$ cat config.mk
export PLATFORM = sky130hd
export DESIGN_NAME = fft_stage_ctrl_flat
export DESIGN_NICKNAME = d
export VERILOG_FILES = /design/src/rtl/fft_stage_ctrl_if.sv /design/src/rtl/fft_stage_ctrl.sv /design/src/flat_wrapper.sv
export SDC_FILE = /design/constraint.sdc
export NUM_CORES = 1
export LEC_CHECK = 0
export CORE_MARGIN = 4
export CORE_UTILIZATION = 35
export DETAILED_ROUTE_END_ITERATION = 7
export PLACE_DENSITY_LB_ADDON = 0.25
export SLEW_MARGIN = 20
export SYNTH_ARGS = -nofsm -noshare
export SYNTH_HDL_FRONTEND = slang
export SYNTH_SLANG_ARGS = --single-unit
$ cat constraint.sdc
create_clock -name clk -period 6.3 [get_ports clk]
set_clock_uncertainty 0.05 [all_clocks]
set_input_delay 1.575 -clock clk [delete_from_list [all_inputs] [get_ports clk]]
set_output_delay 1.575 -clock clk [all_outputs]
set_load 0.01 [all_outputs]
$ cat src/rtl/fft_stage_ctrl_if.sv
// ----------------------------------------------------------------------------
// fft_stage_ctrl_if
//   Bundles the control and RAM-addressing signals of the radix-2 FFT stage
//   sequencer.
//   master : the sequencer (drives busy/done/stage, read and write-back bus)
//   slave  : the FFT core / RAM side (drives start and stall)
//   Signals:
//     start      core -> seq   start request, sampled in IDLE
//     stall      core -> seq   hold read issue
//     busy       seq  -> core  run in progress (issue or drain)
//     done       seq  -> core  one-cycle completion pulse
//     stage      seq  -> core  current stage index
//     rd_valid   seq  -> core  read pair / twiddle address valid
//     rd_addr_a  seq  -> core  upper-leg read address
//     rd_addr_b  seq  -> core  lower-leg read address
//     tw_addr    seq  -> core  twiddle ROM address (zero-extended)
//     wr_valid   seq  -> core  write-back strobe
//     wr_addr_a  seq  -> core  upper-leg write address
//     wr_addr_b  seq  -> core  lower-leg write address
// ----------------------------------------------------------------------------
interface fft_stage_ctrl_if #(
   parameter int LOG2N = 10
);
   logic             start;
   logic             stall;
   logic             busy;
   logic             done;
   logic [3:0]       stage;
   logic             rd_valid;
   logic [LOG2N-1:0] rd_addr_a;
   logic [LOG2N-1:0] rd_addr_b;
   logic [15:0]      tw_addr;
   logic             wr_valid;
   logic [LOG2N-1:0] wr_addr_a;
   logic [LOG2N-1:0] wr_addr_b;

   modport master (
      input  start, stall,
      output busy, done, stage,
      output rd_valid, rd_addr_a, rd_addr_b, tw_addr,
      output wr_valid, wr_addr_a, wr_addr_b
   );

   modport slave (
      output start, stall,
      input  busy, done, stage,
      input  rd_valid, rd_addr_a, rd_addr_b, tw_addr,
      input  wr_valid, wr_addr_a, wr_addr_b
   );
endinterface

$ cat src/rtl/fft_stage_ctrl.sv
// ----------------------------------------------------------------------------
// fft_stage_ctrl
//   Sequencer for an in-place radix-2 DIT FFT core. For each of LOG2N stages
//   it issues N/2 butterflies (sample read pair A/B plus twiddle address),
//   delays the pair addresses by the butterfly latency to drive write-back,
//   and drains the pipeline between stages so no read overtakes a pending
//   in-place write.
//   Ports:
//     clk  in  rising-edge clock
//     rst  in  synchronous active-high reset
//     bus  fft_stage_ctrl_if.master (start/stall in; busy, done, stage,
//          read pair, twiddle address and write-back bus out)
// ----------------------------------------------------------------------------
module fft_stage_ctrl #(
   parameter int N      = 1024,
   parameter int LOG2N  = 10,
   parameter int BF_LAT = 4
) (
   input logic                clk,
   input logic                rst,
   fft_stage_ctrl_if.master   bus
);

   localparam int HALF = N / 2;
   localparam int KW   = LOG2N - 1;
   localparam int DW   = $clog2(BF_LAT + 1);

   localparam logic [KW-1:0] K_LAST     = KW'(HALF - 1);
   localparam logic [DW-1:0] D_LAST     = DW'(BF_LAT - 1);
   localparam logic [3:0]    STAGE_LAST = 4'(LOG2N - 1);

   typedef enum logic [1:0] {
      S_IDLE,
      S_ISSUE,
      S_DRAIN,
      S_DONE
   } state_t;

   state_t           state_q;
   logic [KW-1:0]    k_q;
   logic [3:0]       stage_q;
   logic [DW-1:0]    drain_q;

   // registered outputs
   logic             busy_q;
   logic             done_q;
   logic [3:0]       stage_o_q;
   logic             rd_valid_q;
   logic [LOG2N-1:0] rd_a_q;
   logic [LOG2N-1:0] rd_b_q;
   logic [15:0]      tw_q;

   // write-back delay line
   logic [BF_LAT-1:0] wv_q;
   logic [LOG2N-1:0]  wa_q [BF_LAT];
   logic [LOG2N-1:0]  wb_q [BF_LAT];

   // next read addresses for the current (stage, k)
   logic [LOG2N-1:0] span_d;
   logic [LOG2N-1:0] kx_d;
   logic [LOG2N-1:0] pos_d;
   logic [LOG2N-1:0] addr_a_d;
   logic [LOG2N-1:0] addr_b_d;
   logic [15:0]      tw_d;

   // a = (grp << (s+1)) | pos splits k at bit s and inserts a zero there;
   // b is the same address with that inserted bit set.
   always_comb begin
      span_d   = '0;
      kx_d     = '0;
      pos_d    = '0;
      addr_a_d = '0;
      addr_b_d = '0;
      tw_d     = '0;
      span_d   = LOG2N'(1) << stage_q;
      kx_d     = LOG2N'(k_q);
      pos_d    = kx_d & (span_d - LOG2N'(1));
      addr_a_d = ((kx_d >> stage_q) << (stage_q + 4'd1)) | pos_d;
      addr_b_d = addr_a_d + span_d;
      tw_d     = 16'(pos_d) << (STAGE_LAST - stage_q);
   end

   always_ff @(posedge clk) begin
      if (rst) begin
         state_q    <= S_IDLE;
         k_q        <= '0;
         stage_q    <= '0;
         drain_q    <= '0;
         busy_q     <= 1'b0;
         done_q     <= 1'b0;
         stage_o_q  <= '0;
         rd_valid_q <= 1'b0;
         rd_a_q     <= '0;
         rd_b_q     <= '0;
         tw_q       <= '0;
      end else begin
         done_q     <= 1'b0;
         rd_valid_q <= 1'b0;
         unique case (state_q)
            S_IDLE: begin
               busy_q    <= 1'b0;
               stage_o_q <= '0;
               // The cycle carrying the done pulse is already IDLE internally;
               // a start seen there still belongs to the finished run.
               if (bus.start && !done_q) begin
                  state_q <= S_ISSUE;
                  k_q     <= '0;
                  stage_q <= '0;
                  drain_q <= '0;
               end
            end
            S_ISSUE: begin
               busy_q    <= 1'b1;
               stage_o_q <= stage_q;
               if (!bus.stall) begin
                  rd_valid_q <= 1'b1;
                  rd_a_q     <= addr_a_d;
                  rd_b_q     <= addr_b_d;
                  tw_q       <= tw_d;
                  if (k_q == K_LAST) begin
                     state_q <= S_DRAIN;
                     drain_q <= '0;
                  end else begin
                     k_q <= k_q + 1'b1;
                  end
               end
            end
            S_DRAIN: begin
               busy_q    <= 1'b1;
               stage_o_q <= stage_q;
               if (drain_q == D_LAST) begin
                  drain_q <= '0;
                  if (stage_q == STAGE_LAST) begin
                     state_q <= S_DONE;
                  end else begin
                     stage_q <= stage_q + 4'd1;
                     k_q     <= '0;
                     state_q <= S_ISSUE;
                  end
               end else begin
                  drain_q <= drain_q + 1'b1;
               end
            end
            S_DONE: begin
               busy_q    <= 1'b0;
               done_q    <= 1'b1;
               stage_o_q <= '0;
               state_q   <= S_IDLE;
            end
            default: begin
               state_q <= S_IDLE;
            end
         endcase
      end
   end

   // Free-running: shifts every cycle regardless of state or stall.
   always_ff @(posedge clk) begin
      if (rst) begin
         wv_q <= '0;
         for (int unsigned i = 0; i < BF_LAT; i++) begin
            wa_q[i] <= '0;
            wb_q[i] <= '0;
         end
      end else begin
         wv_q[0] <= rd_valid_q;
         wa_q[0] <= rd_a_q;
         wb_q[0] <= rd_b_q;
         for (int unsigned i = 1; i < BF_LAT; i++) begin
            wv_q[i] <= wv_q[i-1];
            wa_q[i] <= wa_q[i-1];
            wb_q[i] <= wb_q[i-1];
         end
      end
   end

   assign bus.busy      = busy_q;
   assign bus.done      = done_q;
   assign bus.stage     = stage_o_q;
   assign bus.rd_valid  = rd_valid_q;
   assign bus.rd_addr_a = rd_a_q;
   assign bus.rd_addr_b = rd_b_q;
   assign bus.tw_addr   = tw_q;
   assign bus.wr_valid  = wv_q[BF_LAT-1];
   assign bus.wr_addr_a = wa_q[BF_LAT-1];
   assign bus.wr_addr_b = wb_q[BF_LAT-1];

endmodule

$ cat src/flat_wrapper.sv
// flat-port wrapper written by rule: the top's interface ports become plain ports
module fft_stage_ctrl_flat 
#(
   parameter int N      = 1024,
   parameter int LOG2N  = 10,
   parameter int BF_LAT = 4
)
  (clk, rst, bus_start, bus_stall, bus_busy, bus_done, bus_stage, bus_rd_valid, bus_rd_addr_a, bus_rd_addr_b, bus_tw_addr, bus_wr_valid, bus_wr_addr_a, bus_wr_addr_b);
  fft_stage_ctrl_if #(.LOG2N(LOG2N)) bus_i ();
  input logic clk;
  input logic rst;
  input wire logic [$bits(bus_i.start)-1:0] bus_start;
  input wire logic [$bits(bus_i.stall)-1:0] bus_stall;
  output wire logic [$bits(bus_i.busy)-1:0] bus_busy;
  output wire logic [$bits(bus_i.done)-1:0] bus_done;
  output wire logic [$bits(bus_i.stage)-1:0] bus_stage;
  output wire logic [$bits(bus_i.rd_valid)-1:0] bus_rd_valid;
  output wire logic [$bits(bus_i.rd_addr_a)-1:0] bus_rd_addr_a;
  output wire logic [$bits(bus_i.rd_addr_b)-1:0] bus_rd_addr_b;
  output wire logic [$bits(bus_i.tw_addr)-1:0] bus_tw_addr;
  output wire logic [$bits(bus_i.wr_valid)-1:0] bus_wr_valid;
  output wire logic [$bits(bus_i.wr_addr_a)-1:0] bus_wr_addr_a;
  output wire logic [$bits(bus_i.wr_addr_b)-1:0] bus_wr_addr_b;
  assign bus_i.start = bus_start;
  assign bus_i.stall = bus_stall;
  assign bus_busy = bus_i.busy;
  assign bus_done = bus_i.done;
  assign bus_stage = bus_i.stage;
  assign bus_rd_valid = bus_i.rd_valid;
  assign bus_rd_addr_a = bus_i.rd_addr_a;
  assign bus_rd_addr_b = bus_i.rd_addr_b;
  assign bus_tw_addr = bus_i.tw_addr;
  assign bus_wr_valid = bus_i.wr_valid;
  assign bus_wr_addr_a = bus_i.wr_addr_a;
  assign bus_wr_addr_b = bus_i.wr_addr_b;
  fft_stage_ctrl #(.N(N), .LOG2N(LOG2N), .BF_LAT(BF_LAT)) u_core (.clk(clk), .rst(rst), .bus(bus_i));
endmodule
---- Yosys cells after proc, flatten, opt, wreduce, memory -nomap -nowiden ----
Memory sizes are Yosys's and may differ from the RTL's.
Cells that the tools add are included.
operators by class
  $add $sub $neg .......................... 6
  equal/unequal tests ..................... 12
  shift-type cells ........................ 4
  mux-type cells .......................... 36
  bitwise logic cells ..................... 12
  reduce and logical (&&, ||, !) cells .... 13
operators with widths
  kind                                                                  count
  10-bit two-way mux                                                    8
  9-bit two-way mux                                                     5
  9-bit case mux with 3 select lines                                    1
  4-bit case mux with 2 select lines                                    2
  10-bit by 4-bit << shifter with 16-bit output                         1
  3-bit two-way mux                                                     4
  4-bit two-way mux                                                     3
  4-bit AND reduction                                                   3
  10-bit adder                                                          1
  9-bit by 10-bit AND with 10-bit output                                1
  2-bit two-way mux                                                     5
  10-bit bitwise OR                                                     1
  1-bit by 4-bit << shifter with 10-bit output, first input constant    1
  10-bit by 4-bit << shifter with 10-bit output                         1
  9-bit by 4-bit right shift with 10-bit output                         1
  10-bit by 1-bit subtractor with 10-bit output, second input constant  1
  9-bit by 1-bit adder with 9-bit output, second input constant         1
  9-bit equality test, second input constant                            1
  3-bit case mux with 3 select lines                                    1
  1-bit bitwise OR                                                      8
  2-bit case mux with 4 select lines                                    1
  2-bit by 1-bit != test with 1-bit output, second input constant       3
  2-bit != test, second input constant                                  3
  6-bit AND reduction                                                   1
  17 further kinds                                                      25
word-level totals
  flip-flop bits (word level) ............. 65
  bits in writable memories ............... 80
  input port bits ......................... 4
  output and inout port bits .............. 64
  word-level logic and storage cells ...... 97
  memories ................................ 2
memories
  memory       depth  width  read ports  clocked after memory_dff  wr ports  line                  RTL
  u_core.wa_q  4      10     4           0                         4         fft_stage_ctrl.sv:55  logic [LOG2N-1:0] wa_q [BF_LAT];
  u_core.wb_q  4      10     4           0                         4         fft_stage_ctrl.sv:56  logic [LOG2N-1:0] wb_q [BF_LAT];

---- Longest topological paths before layout ----
  depth in word-level cells ............... 5
  mapped depth ............................ 19
  depth with buffers taken out ............ 15

---- Worst setup path before layout ----
Ideal clock, no wire load.
  kind .................................... reg-to-reg
  start point ............................. register u_core.stage_q[0]
  end point ............................... register u_core.rd_b_q[5] (netlist: u_core.bus.rd_addr_b[5])
  setup time .............................. 0.127 ns
  arrival ................................. 3.617 ns
  required time ........................... 6.123 ns
  slack ................................... 2.506 ns
  stages on the path, launching flop included .. 19
  buffers on the path ..................... 3
  clock period less this slack ............ 3.794 ns
  path through ............................ dfxtp_1 -> buf_6 -> buf_6 -> inv_1 -> buf_2 -> ha_1 -> nand2_1 -> ha_1 -> nor2b_1 -> a21oi_1 -> inv_1 -> ha_1 -> a21oi_1 -> mux2i_1 -> a221o_1 -> maj3_2 -> a211oi_1 -> o21ai_1 -> nor2b_4
on the way
  longest elaborated chain between the ends .. 5
  elaborated cells between the ends (all ways) .. 8
  those cells by class .................... add/sub: 3; shift: 3; bitwise: 2
RTL lines
  what                                           line                   RTL
  from (decl)                                    fft_stage_ctrl.sv:41   logic [3:0] stage_q;
  from (signal assigned)                         fft_stage_ctrl.sv:136  stage_q <= stage_q + 4'd1;
  1-bit by 4-bit << shifter with 10-bit output   fft_stage_ctrl.sv:75   span_d = LOG2N'(1) << stage_q;
  10-bit by 1-bit subtractor with 10-bit output  fft_stage_ctrl.sv:77   pos_d = kx_d & (span_d - LOG2N'(1));
  9-bit by 10-bit AND with 10-bit output         fft_stage_ctrl.sv:77
  10-bit bitwise OR *                            fft_stage_ctrl.sv:78   addr_a_d = ((kx_d >> stage_q) << (stage_q + 4'd1)) | pos_d;
  net u_core.addr_a_d[1]                         fft_stage_ctrl.sv:62   logic [LOG2N-1:0] addr_a_d;
  10-bit adder *                                 fft_stage_ctrl.sv:79   addr_b_d = addr_a_d + span_d;
  to (signal assigned)                           fft_stage_ctrl.sv:118  rd_b_q <= addr_b_d;
  to (decl)                                      fft_stage_ctrl.sv:50   logic [LOG2N-1:0] rd_b_q;
The timed path passes the listed nets; every way through them passes the cells marked *.
A chain may end at the register's enable or synchronous reset.

---- Final worst setup path ----
  start point ............................. register u_core.stage_q[1]
  end point ............................... register u_core.rd_b_q[5] (netlist: u_core.bus.rd_addr_b[5])
Same word-level chain as after synthesis.

==> impl_summary.txt <==
----------------------------------------------------
[Clock tree]
  TritonCTS clock tree ... done
  Post-CTS setup-driven buffer insertion count ... 0
  Largest buffer count on any clock path ... 2
  Number of sinks handled by clock tree synthesis ... 145
  CTS Hold Bufs ... 0
  Number of resized instances in the post-cts repair step ... 0
  Cts bufs inserted ... 17
  Insertion delay to the later sink of the worst-skew pair ... 0.42 ns
  Clock transition at the registers of the reported paths ... 0.06 ns
  Root buffer selected by CTS ... sky130_fd_sc_hd__clkbuf_16
  H-Tree Level Count ... 4

[Die]
  Die footprint ... 20,800 sq um
  Top-level I/O count ... 68
  Standard-cell row count ... 49
  Floorplan die width ... 144 um
  Effective utilization at floorplan ... 0.359
  Vert. Die Dim ... 144 um
  Area of the core ... 18,100 sq um

[Logic synthesis]
  Library cells used by synthesis ... 73
  Post-synth EDFFs ... 0
  Gate count of the mapped netlist ... 704
  Count of warnings emitted by yosys ... 0
  Library cell with the highest instance count after synthesis ... sky130_fd_sc_hd__dfxtp_1
  Syn Area/Cell ... 9.25 sq um
  Synth Flop Type ... sky130_fd_sc_hd__dfxtp_1
  Total nets after synthesis ... 732
  Share of the synthesized area in the top cell type ... 0.446
  Share of synthesized registers carrying an async set or reset ... 0
  Synth area leaders ... sky130_fd_sc_hd__dfxtp_1, sky130_fd_sc_hd__nor2b_1, sky130_fd_sc_hd__ha_1
  Sequential share of the synthesized area ... 0.446
  Flop and latch count out of synthesis ... 145
  Largest area contributor in the synthesized netlist ... sky130_fd_sc_hd__dfxtp_1
  Cell Area, Synth ... 6510 sq um
  Leading post-synthesis cells by instance count ... sky130_fd_sc_hd__dfxtp_1, sky130_fd_sc_hd__nor2b_1, sky130_fd_sc_hd__nor2_1, sky130_fd_sc_hd__nand2_1, sky130_fd_sc_hd__clkbuf_1

[Timing]
  Fraction of the cycle the final worst path needs ... 0.745
  Count of endpoints failing setup in the final report ... 0
  Top achievable clock speed ... 213 MHz
  Number of max-slew violations in the final report ... 0
  Sum Neg Setup Slack ... 0 ns
  Slew @ Worst Pin ... 0.880 ns
  Min Clock Period, post-route ... 4.69 ns
  Final Hold Fails ... 0
  Worst max-slew margin expressed relative to the limit ... 0.413
  RSZ-0062 raised after global routing ... false

[Run status]
  Outcome ... finished, final reports clean

[Detailed routing]
  Post-detailed-route via-to-cell ratio ... 5.29
  Number of vias after detailed routing ... 5,227
  Routed wire length ... 16,100 um
  DR iter-0 viols ... 308
  Detailed-route DRC error count ... 0
  First-pass iteration count of the detailed router ... 5
  Detail-routed net length per standard cell ... 16.3 um
  Antenna Nets Post-Route ... 0

[Placed design]
  Final HPWL from detailed placement ... 11,800 um
  Instance count after placement with tap cells included ... 957
  Port Buffers ... 67
  Routability Congestion ... 0.965

[Worst hold path]
  Class of the most critical hold timing path ... reg2reg
  Launch point of the worst hold path ... u_core.wb_q[1][1]
  Worst hold endpoint ... u_core.wb_q[2][1]
  Hold Path Stages ... 1

[Final layout]
  Number of antenna diodes ... 0
  NumNets Final ... 775
  Area of the multi-input gates ... 3330 sq um
  Area growth from synthesis to layout ... 20.7%
  Sequential standard cell area ... 2900 sq um
  Layout cells sized above 1 ... 0.0829
  Number of fill cells in the layout ... 1,746
  Post-layout instance count excluding filler cells ... 989

[Power]
  Overall power ... 0.00248 W
  Ratio of total power to cell area ... 315 nW/um^2
  Pleak ... 2.98 nW
  Worst VDD drop ... 0.183 mV

[Critical path]
  Launching point of the worst reg2reg path ... u_core.stage_q[1]
  Number of cell instances on the worst register-to-register path ... 14
  Kind of capture point of the worst setup path ... flip-flop
  Nature of the critical path startpoint ... flip-flop
  Arrival time reported for the critical path endpoint ... 4.92 ns
  Critical path start-end classification ... reg2reg
  Maximum fanout along the worst path ... 12
  Slack of the worst reg-to-reg path ... 1.61 ns
  Data required time of the worst path ... 6.52 ns
  Reg-to-reg critical path endpoint ... u_core.bus.rd_addr_b[5]

[Global route]
  Total track usage ... 0.159
  Wire length of the first global-routing pass ... 25,800 um
  Antenna violations before repair ... 0
  Maximum number of pins on one net before global-route repair ... 109
  Vias in the first global route ... 4,856
  Global route overflow ... 0

[Job]
  Number of maximum-capacitance violations ... 0

----------------------------------------------------
## worst max-delay path by stage
stage	startpoint	endpoint	slack, ns
2_1_floorplan	u_core.stage_q[0]	u_core.bus.rd_addr_b[5]	2.51
3_3_place_gp	u_core.stage_q[1]	u_core.bus.rd_addr_b[5]	1.71
3_5_place_dp	u_core.stage_q[1]	u_core.bus.rd_addr_b[5]	1.70
4_1_cts	u_core.stage_q[1]	u_core.bus.rd_addr_b[5]	1.66
5_1_grt	u_core.stage_q[1]	u_core.bus.rd_addr_b[5]	1.35
6_report	u_core.stage_q[1]	u_core.bus.rd_addr_b[5]	1.61
## power breakdown
group | leakage, nW | internal [W] | total (W) | switching [W]
clock network | 0.264 | 0.000525 | 0.000943 | 0.000417
registers | 1.17 | 0.000989 | 0.00103 | 0.0000392
logic | 1.54 | 0.000212 | 0.000505 | 0.000293
total | 2.98 | 0.00173 | 0.00248 | 0.000750
## critical path, cell delays in order (launching register included)
cell and delay (ns):
sky130_fd_sc_hd__dfxtp_1 0.55, sky130_fd_sc_hd__inv_2 0.23, sky130_fd_sc_hd__ha_1 0.69, sky130_fd_sc_hd__clkinv_1 0.47, sky130_fd_sc_hd__and3_1 0.29, sky130_fd_sc_hd__a21oi_1 0.39
sky130_fd_sc_hd__inv_1 0.09, sky130_fd_sc_hd__ha_1 0.28, sky130_fd_sc_hd__a21oi_1 0.24, sky130_fd_sc_hd__mux2i_1 0.11, sky130_fd_sc_hd__a221o_1 0.37, sky130_fd_sc_hd__maj3_2 0.32
sky130_fd_sc_hd__a211oi_1 0.24, sky130_fd_sc_hd__o21ai_1 0.10, sky130_fd_sc_hd__nor2b_4 0.12
## state kept, by name, summed over array words and instances (netlist names), 2 cells and up
register              cells
u_core.wb_q              40
u_core.drain_q            3
u_core.state_q            2
u_core.bus.rd_addr_b     10
u_core.bus.tw_addr       16
u_core.stage_q            4
u_core.bus.stage          4
u_core.wa_q              40
u_core.k_q                9
u_core.wv_q               4
u_core.bus.rd_addr_a     10
## metrics by stage
stage / utilization / worst slack, ns / hold slack, ns / instance area [sq um]
after floorplan: - / 2.51 / 0.364 / 6510
after global placement: 0.402 / 1.71 / 0.366 / 7300
after detailed placement: 0.402 / 1.70 / 0.370 / 7300
after CTS: 0.433 / 1.66 / 0.383 / 7850
after global routing: 0.433 / 1.35 / 0.395 / 7860
final: 0.433 / 1.61 / 0.383 / 7860
## placed cells by master (no fill, tap or decap), types with 5 or more instances in the layout
cell / instances
sky130_fd_sc_hd__xnor2_1: 11
sky130_fd_sc_hd__a21oi_1: 24
sky130_fd_sc_hd__clkbuf_16: 17
sky130_fd_sc_hd__mux2i_1: 9
sky130_fd_sc_hd__nor2b_1: 94
sky130_fd_sc_hd__o21ai_0: 26
sky130_fd_sc_hd__xor2_1: 9
sky130_fd_sc_hd__inv_6: 5
sky130_fd_sc_hd__a31oi_1: 7
sky130_fd_sc_hd__mux4_2: 5
sky130_fd_sc_hd__and2_1: 10
sky130_fd_sc_hd__mux2_2: 6
sky130_fd_sc_hd__nand3_1: 12
sky130_fd_sc_hd__nor3_1: 25
sky130_fd_sc_hd__nand2b_1: 5
sky130_fd_sc_hd__dfxtp_1: 145
sky130_fd_sc_hd__o21a_1: 7
sky130_fd_sc_hd__a22oi_1: 13
sky130_fd_sc_hd__nor2_1: 65
sky130_fd_sc_hd__a311oi_1: 6
sky130_fd_sc_hd__nand2_1: 43
sky130_fd_sc_hd__ha_1: 23
sky130_fd_sc_hd__a2bb2oi_1: 6
sky130_fd_sc_hd__nand4_1: 5
sky130_fd_sc_hd__buf_4: 5
sky130_fd_sc_hd__clkdlybuf4s50_1: 66
sky130_fd_sc_hd__inv_1: 18
## kinds of logic after synthesis
| kind of cell | after synthesis | synth area share |
|---|---|---|
| simple gates | 280 | 0.226 |
| flops | 145 | 0.446 |
| compound gates | 139 | 0.153 |
| buf+inv | 68 | 0.0434 |
| fa+ha+maj | 26 | 0.0506 |
| mux | 25 | 0.0513 |
| xor+xnor | 21 | 0.0294 |
## layout make-up
cell class | count | area share
Clock buffer | 18 | 0.0559
Sequential cell | 145 | 0.369
Tap cell | 229 | 0.0365
Timing Repair Buffer | 72 | 0.0903
Inverter | 20 | 0.00955
Clock inverter | 14 | 0.0151
Multi-Input combinational cell | 491 | 0.423
## metal layers
metal  vias up  global-route usage  routed length [um]
li1       2546                   -                   -
met1      2487               0.212                7340
met2       172               0.253                7630
met3        22              0.0387                 867
met4         0              0.0530                 296
met5         -                   0                   0
(Power assumes the default switching activity.)
